==> src/rtl/gol_gen_sequencer.sv <==
// Game of Life grid owner: sweeps one generation into a shadow grid, commits it,
// then streams every cell to the vga_adapter plot port. Edits land only while idle.
module gol_gen_sequencer #(
    parameter int GRID_W = 10,
    parameter int GRID_H = 10,
    parameter int X_ORG  = 0,
    parameter int Y_ORG  = 0
) (
    input  logic        clk,
    input  logic        rst,
    input  logic        run,
    input  logic        tick,
    input  logic        step,
    input  logic        edit_set,
    input  logic        edit_clr,
    input  logic [7:0]  cur_x,
    input  logic [7:0]  cur_y,
    input  logic [2:0]  alive_colour,
    input  logic [2:0]  dead_colour,
    input  logic [2:0]  cursor_colour,
    output logic        plot,
    output logic [7:0]  plot_x,
    output logic [6:0]  plot_y,
    output logic [2:0]  plot_colour,
    output logic        busy,
    output logic [15:0] gen_count,
    output logic [15:0] pop_count
);
    localparam int N = GRID_W * GRID_H;

    typedef enum logic [1:0] {IDLE, COMPUTE, COMMIT, DRAW} state_t;

    state_t       state_q, state_d;
    logic [N-1:0] cur_grid_q, cur_grid_d;
    logic [N-1:0] nxt_grid_q, nxt_grid_d;
    logic [7:0]   x_q, x_d, y_q, y_d;
    logic         dirty_q, dirty_d;
    logic [15:0]  acc_q, acc_d, gen_q, gen_d, pop_q, pop_d;
    logic         plot_q, plot_d;
    logic [7:0]   plot_x_q, plot_x_d;
    logic [6:0]   plot_y_q, plot_y_d;
    logic [2:0]   colour_q, colour_d;
    logic         start, edit_ok, last_cell, nxt_alive;

    function automatic int cell_idx(input logic [7:0] x, input logic [7:0] y);
        return int'(y) * GRID_W + int'(x);
    endfunction

    // Cells beyond the grid edge count as dead; there is no toroidal wrap.
    function automatic logic [3:0] live_neighbours(input logic [N-1:0] grid,
                                                   input logic [7:0] x,
                                                   input logic [7:0] y);
        logic [3:0] n;
        int nx, ny;
        n = 4'd0;
        for (int dy = -1; dy <= 1; dy++) begin
            for (int dx = -1; dx <= 1; dx++) begin
                nx = int'(x) + dx;
                ny = int'(y) + dy;
                if ((dx != 0 || dy != 0) && nx >= 0 && nx < GRID_W && ny >= 0 && ny < GRID_H)
                    n = n + {3'd0, grid[ny * GRID_W + nx]};
            end
        end
        return n;
    endfunction

    function automatic logic next_alive(input logic [3:0] n, input logic alive);
        return (n == 4'd3) || (n == 4'd2 && alive);
    endfunction

    always_comb begin
        state_d    = state_q;
        cur_grid_d = cur_grid_q;
        nxt_grid_d = nxt_grid_q;
        x_d        = x_q;
        y_d        = y_q;
        dirty_d    = dirty_q;
        acc_d      = acc_q;
        gen_d      = gen_q;
        pop_d      = pop_q;
        plot_x_d   = plot_x_q;
        plot_y_d   = plot_y_q;
        colour_d   = colour_q;
        nxt_alive  = 1'b0;
        start      = step | (run & tick);
        edit_ok    = (int'(cur_x) < GRID_W) && (int'(cur_y) < GRID_H) && (edit_set != edit_clr);
        last_cell  = (int'(x_q) == GRID_W - 1) && (int'(y_q) == GRID_H - 1);

        case (state_q)
            IDLE: begin
                // The edit lands before the start decision so a same-cycle sweep sees it.
                if (edit_ok) begin
                    cur_grid_d[cell_idx(cur_x, cur_y)] = edit_set;
                    dirty_d = 1'b1;
                end
                if (start) begin
                    state_d = COMPUTE;
                    x_d     = '0;
                    y_d     = '0;
                end else if (dirty_d) begin
                    state_d = DRAW;
                    x_d     = '0;
                    y_d     = '0;
                    dirty_d = 1'b0;
                end
            end
            COMPUTE: begin
                nxt_alive = next_alive(live_neighbours(cur_grid_q, x_q, y_q),
                                       cur_grid_q[cell_idx(x_q, y_q)]);
                nxt_grid_d[cell_idx(x_q, y_q)] = nxt_alive;
                acc_d = acc_q + {15'd0, nxt_alive};
                if (last_cell) state_d = COMMIT;
            end
            COMMIT: begin
                cur_grid_d = nxt_grid_q;
                pop_d      = acc_q;
                gen_d      = gen_q + 16'd1;
                acc_d      = '0;
                state_d    = DRAW;
                x_d        = '0;
                y_d        = '0;
                dirty_d    = 1'b0;
            end
            DRAW: begin
                if (last_cell) state_d = IDLE;
            end
            default: state_d = IDLE;
        endcase

        if ((state_q == COMPUTE || state_q == DRAW) && !last_cell) begin
            if (int'(x_q) == GRID_W - 1) begin
                x_d = '0;
                y_d = y_q + 8'd1;
            end else begin
                x_d = x_q + 8'd1;
            end
        end

        // Plot port is registered, so the pixel is prepared from the next scan position and grid.
        plot_d = (state_d == DRAW);
        if (plot_d) begin
            plot_x_d = 8'(X_ORG + int'(x_d));
            plot_y_d = 7'(Y_ORG + int'(y_d));
            if (x_d == cur_x && y_d == cur_y)
                colour_d = cursor_colour;
            else if (cur_grid_d[cell_idx(x_d, y_d)])
                colour_d = alive_colour;
            else
                colour_d = dead_colour;
        end
    end

    always_ff @(posedge clk or posedge rst) begin
        if (rst) begin
            state_q    <= IDLE;
            cur_grid_q <= '0;
            nxt_grid_q <= '0;
            x_q        <= '0;
            y_q        <= '0;
            dirty_q    <= 1'b1;
            acc_q      <= '0;
            gen_q      <= '0;
            pop_q      <= '0;
            plot_q     <= 1'b0;
            plot_x_q   <= '0;
            plot_y_q   <= '0;
            colour_q   <= '0;
        end else begin
            state_q    <= state_d;
            cur_grid_q <= cur_grid_d;
            nxt_grid_q <= nxt_grid_d;
            x_q        <= x_d;
            y_q        <= y_d;
            dirty_q    <= dirty_d;
            acc_q      <= acc_d;
            gen_q      <= gen_d;
            pop_q      <= pop_d;
            plot_q     <= plot_d;
            plot_x_q   <= plot_x_d;
            plot_y_q   <= plot_y_d;
            colour_q   <= colour_d;
        end
    end

    assign plot        = plot_q;
    assign plot_x      = plot_x_q;
    assign plot_y      = plot_y_q;
    assign plot_colour = colour_q;
    assign busy        = (state_q != IDLE);
    assign gen_count   = gen_q;
    assign pop_count   = pop_q;

endmodule

==> config.mk <==
export PLATFORM = sky130hd
export DESIGN_NAME = gol_gen_sequencer
export DESIGN_NICKNAME = d
export VERILOG_FILES = /design/src/rtl/gol_gen_sequencer.sv
export SDC_FILE = /design/constraint.sdc
export NUM_CORES = 1
export LEC_CHECK = 0
export ABC_AREA = 1
export BUFFER_PORTS_ARGS = -buffer_cell sky130_fd_sc_hd__clkbuf_2
export CORE_ASPECT_RATIO = 1.25
export CORE_MARGIN = 1
export CORE_UTILIZATION = 35
export DETAILED_ROUTE_END_ITERATION = 6
export PLACE_DENSITY = 0.47
export SLEW_MARGIN = 20
export SYNTH_ARGS = -nofsm -noshare
export SYNTH_HDL_FRONTEND = slang
export SYNTH_SLANG_ARGS = --single-unit
export TNS_END_PERCENT = 30
==> constraint.sdc <==
create_clock -name clk -period 19.6 [get_ports clk]
set_input_delay 2.94 -clock clk [delete_from_list [all_inputs] [get_ports clk]]
set_output_delay 2.94 -clock clk [all_outputs]
set_load 0.01 [all_outputs]
Yosys cells after proc, flatten, opt, wreduce, memory -nomap -nowiden
Cells that the tools add are included.
W data, S select, Z words.
- mux-type cells: 76
- equality and inequality tests: 11
- bitwise gates (word level): 2
- add/subtract/negate cells: 26
- reduce and logical (&&, ||, !) cells: 34
- magnitude comparators: 27
- $mul: 5
- operators with widths (kind ; count):
    $lt A32 B9 Y1 const B ; 7
    $bwmux W100 ; 2
    $pmux W100 S2 ; 1
    $mux W100 ; 1
    $bmux W1 S7 ; 10
    $mux W8 ; 8
    $mux W4 ; 15
    $add A12 B8 Y13 ; 3
    $lt A13 B8 Y1 const B ; 3
    $mul A8 B3 Y11 const B ; 3
    $add A15 B10 Y16 ; 2
    $add A32 B32 Y32 ; 1
    $add A32 B9 Y32 ; 1
    $lt A8 B4 Y1 const B ; 4
    $pmux W16 S2 ; 1
    $pmux W8 S2 ; 2
    $add A4 B1 Y4 ; 7
    $logic_and A1 B1 Y1 ; 27
    $ge A13 B1 Y1 const B ; 2
    $mux W1 ; 26
    $add A9 B1 Y10 const B ; 2
    $ge A10 B1 Y1 const B ; 2
    $lt A10 B5 Y1 const B ; 2
    $add A8 B1 Y9 const B ; 2
    30 further kinds ; 47
- output and inout port bits: 52
- word-level logic and storage cells: 194
- flip-flop bits (word level): 286

Depth between registers and ports, before layout
- word-level depth: 34
- gate-level depth with buffers: 59

Worst setup path after synthesis
No wires, ideal clock.
- path kind: register -> register
- start point: register y_q[0]
- end point: register acc_q[14]
- path slack: 10.362 ns
- data required time: 19.523 ns
- buffers on the path: 2
- cell stages (with the launch flop): 56
- clock period less this slack: 9.238 ns
- data arrival time: 9.160 ns
- path through: dfrtp_1 -> inv_1 -> ha_1 -> inv_1 -> ha_1 -> ha_1 -> inv_1 -> fa_1 -> inv_1 -> ha_1 -> a21oi_1 -> xor2_1 -> xor2_1 -> nand2_1 -> and3_1 -> ha_1 -> nand3_1 -> nand2_1 -> [... 20 more ...] -> or2_2 -> nand2_1 -> nor2_1 -> nand2_1 -> nor2_1 -> nand2_2 -> buf_8 -> buf_12 -> inv_2 -> ha_1 -> nand2_1 -> nor3_1 -> nand3_1 -> nor2_1 -> nand2_1 -> nor3_1 -> o21ai_0 -> a21oi_1
- cells in the longest elaborated chain, start to end: 34
- elaborated cells between the ends (all ways): 92
- classes of those cells: add/sub: 19; mul: 3; order compare: 6; eq/ne: 2; mux: 44; reduce/logical: 18
- ends and longest elaborated chain (element ; line ; source):
    start: declaration ; 36 ; logic [7:0] x_q, x_d, y_q, y_d;
    start signal: assignment ; 173 ; y_q <= y_d;
    $add A9 B1 Y10 ; 59 ; ny = int'(y) + dy;
    $mul A10 B4 Y14 ; 61 ; n = n + {3'd0, grid[ny * GRID_W + nx]};
    $add A15 B10 Y16 ; 61 ;
    $bmux W1 S7 ; 61 ;
    $mux W1 (implied by the code) (2 in a row) ; 61 ;
    $mux W1 ; 60 ; if ((dx != 0 || dy != 0) && nx >= 0 && nx < GRID_W && ny >= 0 && ny < GRID_H)
    $mux W4 ; 89 ; case (state_q)
    $add A4 B1 Y4 ; 61 ;
    [... 17 more ...] ; n/a ;
    $add A4 B1 Y4 ; 61 ;
    $mux W4 ; 60 ;
    $mux W4 ; 89 ;
    $eq A4 B2 Y1 ; 68 ; return (n == 4'd3) || (n == 4'd2 && alive);
    $logic_and A1 B1 Y1 ; 68 ;
    $logic_or A1 B1 Y1 (*) ; 68 ;
    $add A16 B1 Y16 (*) ; 111 ; acc_d = acc_q + {15'd0, nxt_alive};
    $pmux W16 S2 (*) ; 89 ;
    end signal: assignment ; 161 ; acc_q <= '0;
    end signal: assignment ; 175 ; acc_q <= acc_d;
    end: declaration ; 38 ; logic [15:0] acc_q, acc_d, gen_q, gen_d, pop_q, pop_d;
Every way passes the cells marked *; elsewhere a longest branch is shown, timed or not. The select of a mux whose other input is x is not followed.
A chain may end at the register's enable or synchronous reset.

Worst setup path after layout
Ends and elaborated chain as after synthesis.

==> results by group <==
Finish
  – Net count reported at finish: between 4000 and 5000
  – Fraction of final layout cells with drive strength greater than 1: 0.113
  – Filler cell count in the final layout: ~8200
  – Number of antenna cells inserted: 0
  – Post-synthesis to final-layout area growth: 8.83%
  – Most common cell after layout, fill and taps aside: sky130_fd_sc_hd__nand2_1
  – Highest-count cells in the layout ignoring fill and taps: sky130_fd_sc_hd__nand2_1, sky130_fd_sc_hd__inv_1, sky130_fd_sc_hd__nand3_1

Clocking
  – Number of buffers inserted during clock tree synthesis: 35
  – Post-CTS setup buffer count: 0
  – CTS tree: built
  – Largest buffer count on any clock path: 3
  – Clk Latency, worst-skew pair: 0.57 ns
  – Clock Sinks: ~290
  – Clock-pin slew reported for the worst setup and hold paths after clock tree synthesis: approximately 0.06 ns
  – Root buffer cell: sky130_fd_sc_hd__clkbuf_16
  – Cts repair resizes: 0
  – Number of H-tree levels: 2
  – Total of hold buffers inserted after clock tree synthesis: 0

Setup path
  – Crit-path most repeated cell: sky130_fd_sc_hd__ha_1
  – Required @ worst endpoint: 20.09 ns
  – Maximum cell stage delay along the critical path: between 0.6 and 0.7 ns
  – Worst Setup Path Type: register to register
  – Slowest library cell on the worst path: sky130_fd_sc_hd__ha_1
  – Internal reg-to-reg setup slack: 8.73 ns
  – Critical path peak fanout: 35
  – Category of the worst setup path capture point: register
  – Data arrival time at the worst-slack endpoint: roughly 11 ns
  – Worst Setup Start Kind: register

Drt
  – Via/cell ratio: between 5 and 6
  – Detail-routed net length per standard cell: around 22 µm
  – Post-Route WL: 107000 µm
  – Count of antenna-violating nets left after detailed routing: 0
  – Detailed-route DRC error count: 0
  – Total vias in the final route: between 20000 and 30000
  – Initial drt markers: about 2100
  – First drt pass iteration count: 6

Global routing
  – Total routing usage reported by global routing: 0.273
  – Maximum number of pins on one net before global-route repair: 122
  – Global-route wire length before repair: about 160000 µm
  – Final global-route overflow total: 0
  – Initial antenna violation count: 0
  – Vias in the first global route: 25600

STA
  – Total count of max-transition violations in the final report: 0
  – RSZ-0062 raised after global routing: no
  – Worst clock skew: 0.0276 ns
  – Count of endpoints failing hold in the final timing report: 0
  – Worst setup margin: approximately 8.7 ns
  – Final critical delay including setup and external delays: 10.87 ns
  – Worst slew margin relative to its limit: 0.227
  – Slew at the pin with the worst max-slew slack: around 1.2 ns
  – Max Clock Freq: 0.0920 GHz
  – Final setup violation count: 0
  – Setup TNS Final: 0 ns
  – Crit share post-route: 0.555

Synth
  – Adder-cell share of the synthesized area: 0.0670
  – Most used flip-flop cell after synthesis: sky130_fd_sc_hd__dfrtp_1
  – Async set-or-reset flop fraction in the synthesized netlist: 1.00
  – Dominant combinational cell family by area after synthesis: simple AND/OR/NAND/NOR gates
  – Post-Synthesis Net Count: approximately 4100
  – Synthesized area per cell: 6.81 µm²
  – Seq/Total Area, Yosys: 0.265
  – Post-Synthesis Cells: approximately 4000
  – Synthesized-area fraction occupied by ao, oa, aoi and oai cells: 0.228
  – Share of cell area taken by muxes after synthesis: 0.00408
  – #FFs+latches synth: between 200 and 300
  – Netlist area before placement: about 27000 µm²
  – Number of distinct library cells after synthesis: 70
  – Number of enable flip-flop cells after synthesis: 0
  – Simple logic cell fraction of the synthesized area: 0.298
  – Synthesis Warnings: 0
  – Post-Synth XOR/XNOR Area: 0.0360

Hold path
  – Worst min-delay path category: register to register

Placed design
  – Number of port buffers: between 80 and 90
  – Setup slack after placement: between 8 and 9 ns
  – Dpl hpwl: 79000 µm
  – Global placer's final weighted congestion: about 0.95

Power
  – Clock network fraction of design power: 0.491
  – Reg power frac: 0.431
  – Net switching power: between 0.3 and 0.4 mW
  – Switching Fraction: 0.271
  – Max VDD drop: roughly 0.058 mV
  – Design internal power: between 1 and 1.5 mW
  – Share of power burned in combinational logic: 0.078
  – Ratio of total power to cell area: 46.7 nW/µm²
  – Leakage: approximately 14 nW

Floorplan
  – Number of top-level pins: 84
  – Core ar.: approximately 76000 µm²
  – Die extent in y: between 300 and 400 µm
  – Effective utilization at floorplan: 0.354
  – Area enclosed by the die boundary: approximately 80000 µm²
  – Num rows: 113
  – Overall die width: between 200 and 300 µm

Run
  – Number of violations of the max-capacitance limit: 0

Status
  – Status: completed
## critical path: cells and delay by family (launching register included)
kind,cells,cell delay (ns)
compound gates,8,1.19
simple gates,20,3.11
xor+xnor,2,0.41
buf+inv,9,1.18
flops,1,0.54
fa+ha+maj,14,4.32
## flip-flops by register name (all words and copies together) (netlist names)
register and cells:
acc_q 16, cur_grid_q 100, dirty_q 1, gen_count 16, nxt_grid_q 100, plot 1
plot_colour 3, plot_x 8, plot_y 7, pop_count 16, state_q 2, x_q 8
y_q 8
## cells in the mapped netlist, types with 5 or more instances
cell type,count,share of area
sky130_fd_sc_hd__nand2_1,869,0.12
sky130_fd_sc_hd__inv_1,466,0.065
sky130_fd_sc_hd__nand3_1,447,0.083
sky130_fd_sc_hd__o21ai_0,337,0.062
sky130_fd_sc_hd__nor2_1,310,0.043
sky130_fd_sc_hd__dfrtp_1,285,0.26
sky130_fd_sc_hd__a21oi_1,247,0.046
sky130_fd_sc_hd__clkbuf_1,132,0.018
sky130_fd_sc_hd__ha_1,119,0.055
sky130_fd_sc_hd__or2_2,107,0.025
sky130_fd_sc_hd__a21boi_0,89,0.025
sky130_fd_sc_hd__a21oi_4,89,0.054
sky130_fd_sc_hd__xor2_1,64,0.021
sky130_fd_sc_hd__o22ai_1,53,0.012
sky130_fd_sc_hd__xnor2_1,37,0.012
sky130_fd_sc_hd__nand4_1,35,0.0081
sky130_fd_sc_hd__buf_2,26,0.0048
sky130_fd_sc_hd__o21a_1,19,0.0053
sky130_fd_sc_hd__o211ai_1,18,0.0050
sky130_fd_sc_hd__fa_1,16,0.012
sky130_fd_sc_hd__buf_1,15,0.0021
sky130_fd_sc_hd__inv_2,15,0.0021
sky130_fd_sc_hd__nor3_1,13,0.0024
sky130_fd_sc_hd__clkinv_1,12,0.0017
sky130_fd_sc_hd__nand2_2,12,0.0028
sky130_fd_sc_hd__mux2i_1,11,0.0041
sky130_fd_sc_hd__buf_12,9,0.0067
sky130_fd_sc_hd__a221oi_1,8,0.0026
sky130_fd_sc_hd__o311ai_0,8,0.0026
sky130_fd_sc_hd__nor4_1,7,0.0016
sky130_fd_sc_hd__o21ai_1,7,0.0013
sky130_fd_sc_hd__nand3b_1,6,0.0017
sky130_fd_sc_hd__a31oi_1,5,0.0012
sky130_fd_sc_hd__nand3_2,5,0.0019
sky130_fd_sc_hd__o31ai_1,5,0.0014
## cells by family (layout without fill, tap and decap cells)
group,after synthesis,in the layout
xor+xnor,105,105
buf+inv,677,690
mux,11,11
compound gates,916,916
simple gates,1831,1831
fa+ha+maj,135,135
flops,286,286
## routing by layer
layer	track usage	wire, µm	up-vias
met5	0	0	-
met4	0.113	4660	0
met3	0.0267	5250	180
met2	0.466	51700	852
met1	0.351	45800	12900
li1	-	-	13100
## per-stage QoR
step	total power, mW	utilization	cell area (µm²)	hold WS (ns)	std cells
floorplan	0.669	-	27000	0.456	3961
detailed placement	0.708	0.370	28200	0.460	4889
CTS	1.39	0.385	29400	0.475	4951
global placement	0.708	0.370	28200	0.455	4889
finish	1.37	0.385	29400	0.472	4951
global route	1.42	0.385	29400	0.481	4951
## power groups by stage
stage / Combinational, mW / Clock, mW / Sequential (mW)
floorplan: 0.0668 / 0 / 0.602
global placement: 0.107 / 0 / 0.602
detailed placement: 0.107 / 0 / 0.602
CTS: 0.107 / 0.691 / 0.591
global route: 0.118 / 0.710 / 0.591
finish: 0.107 / 0.674 / 0.591
## path summary, 6_finish.rpt
path	start	endpoint	cells after the start
min	pop_count[0]$_DFFE_PP0N_	pop_count[0]$_DFFE_PP0N_	2
max in group asynchronous	rst	nxt_grid_q[68]$_DFFE_PP0P_	4
min in group asynchronous	rst	pop_count[2]$_DFFE_PP0N_	2
min reg2reg	pop_count[0]$_DFFE_PP0N_	pop_count[0]$_DFFE_PP0N_	2
max reg2reg	y_q[0]$_DFF_PP0_	acc_q[14]$_DFFE_PP0P_	53
max	y_q[0]$_DFF_PP0_	acc_q[14]$_DFFE_PP0P_	53
## cell type report
type | count | area [µm²] | area share
clock inverter | 8 | 88.8 | 0.00302
sequential | 286 | 7160 | 0.244
multi-input combinational | 2998 | 17200 | 0.584
tap | 977 | 1220 | 0.0416
clock buffer | 54 | 1060 | 0.0360
inverter | 493 | 1860 | 0.0633
timing repair buffer | 135 | 818 | 0.0279
(Power assumes the default switching activity.)
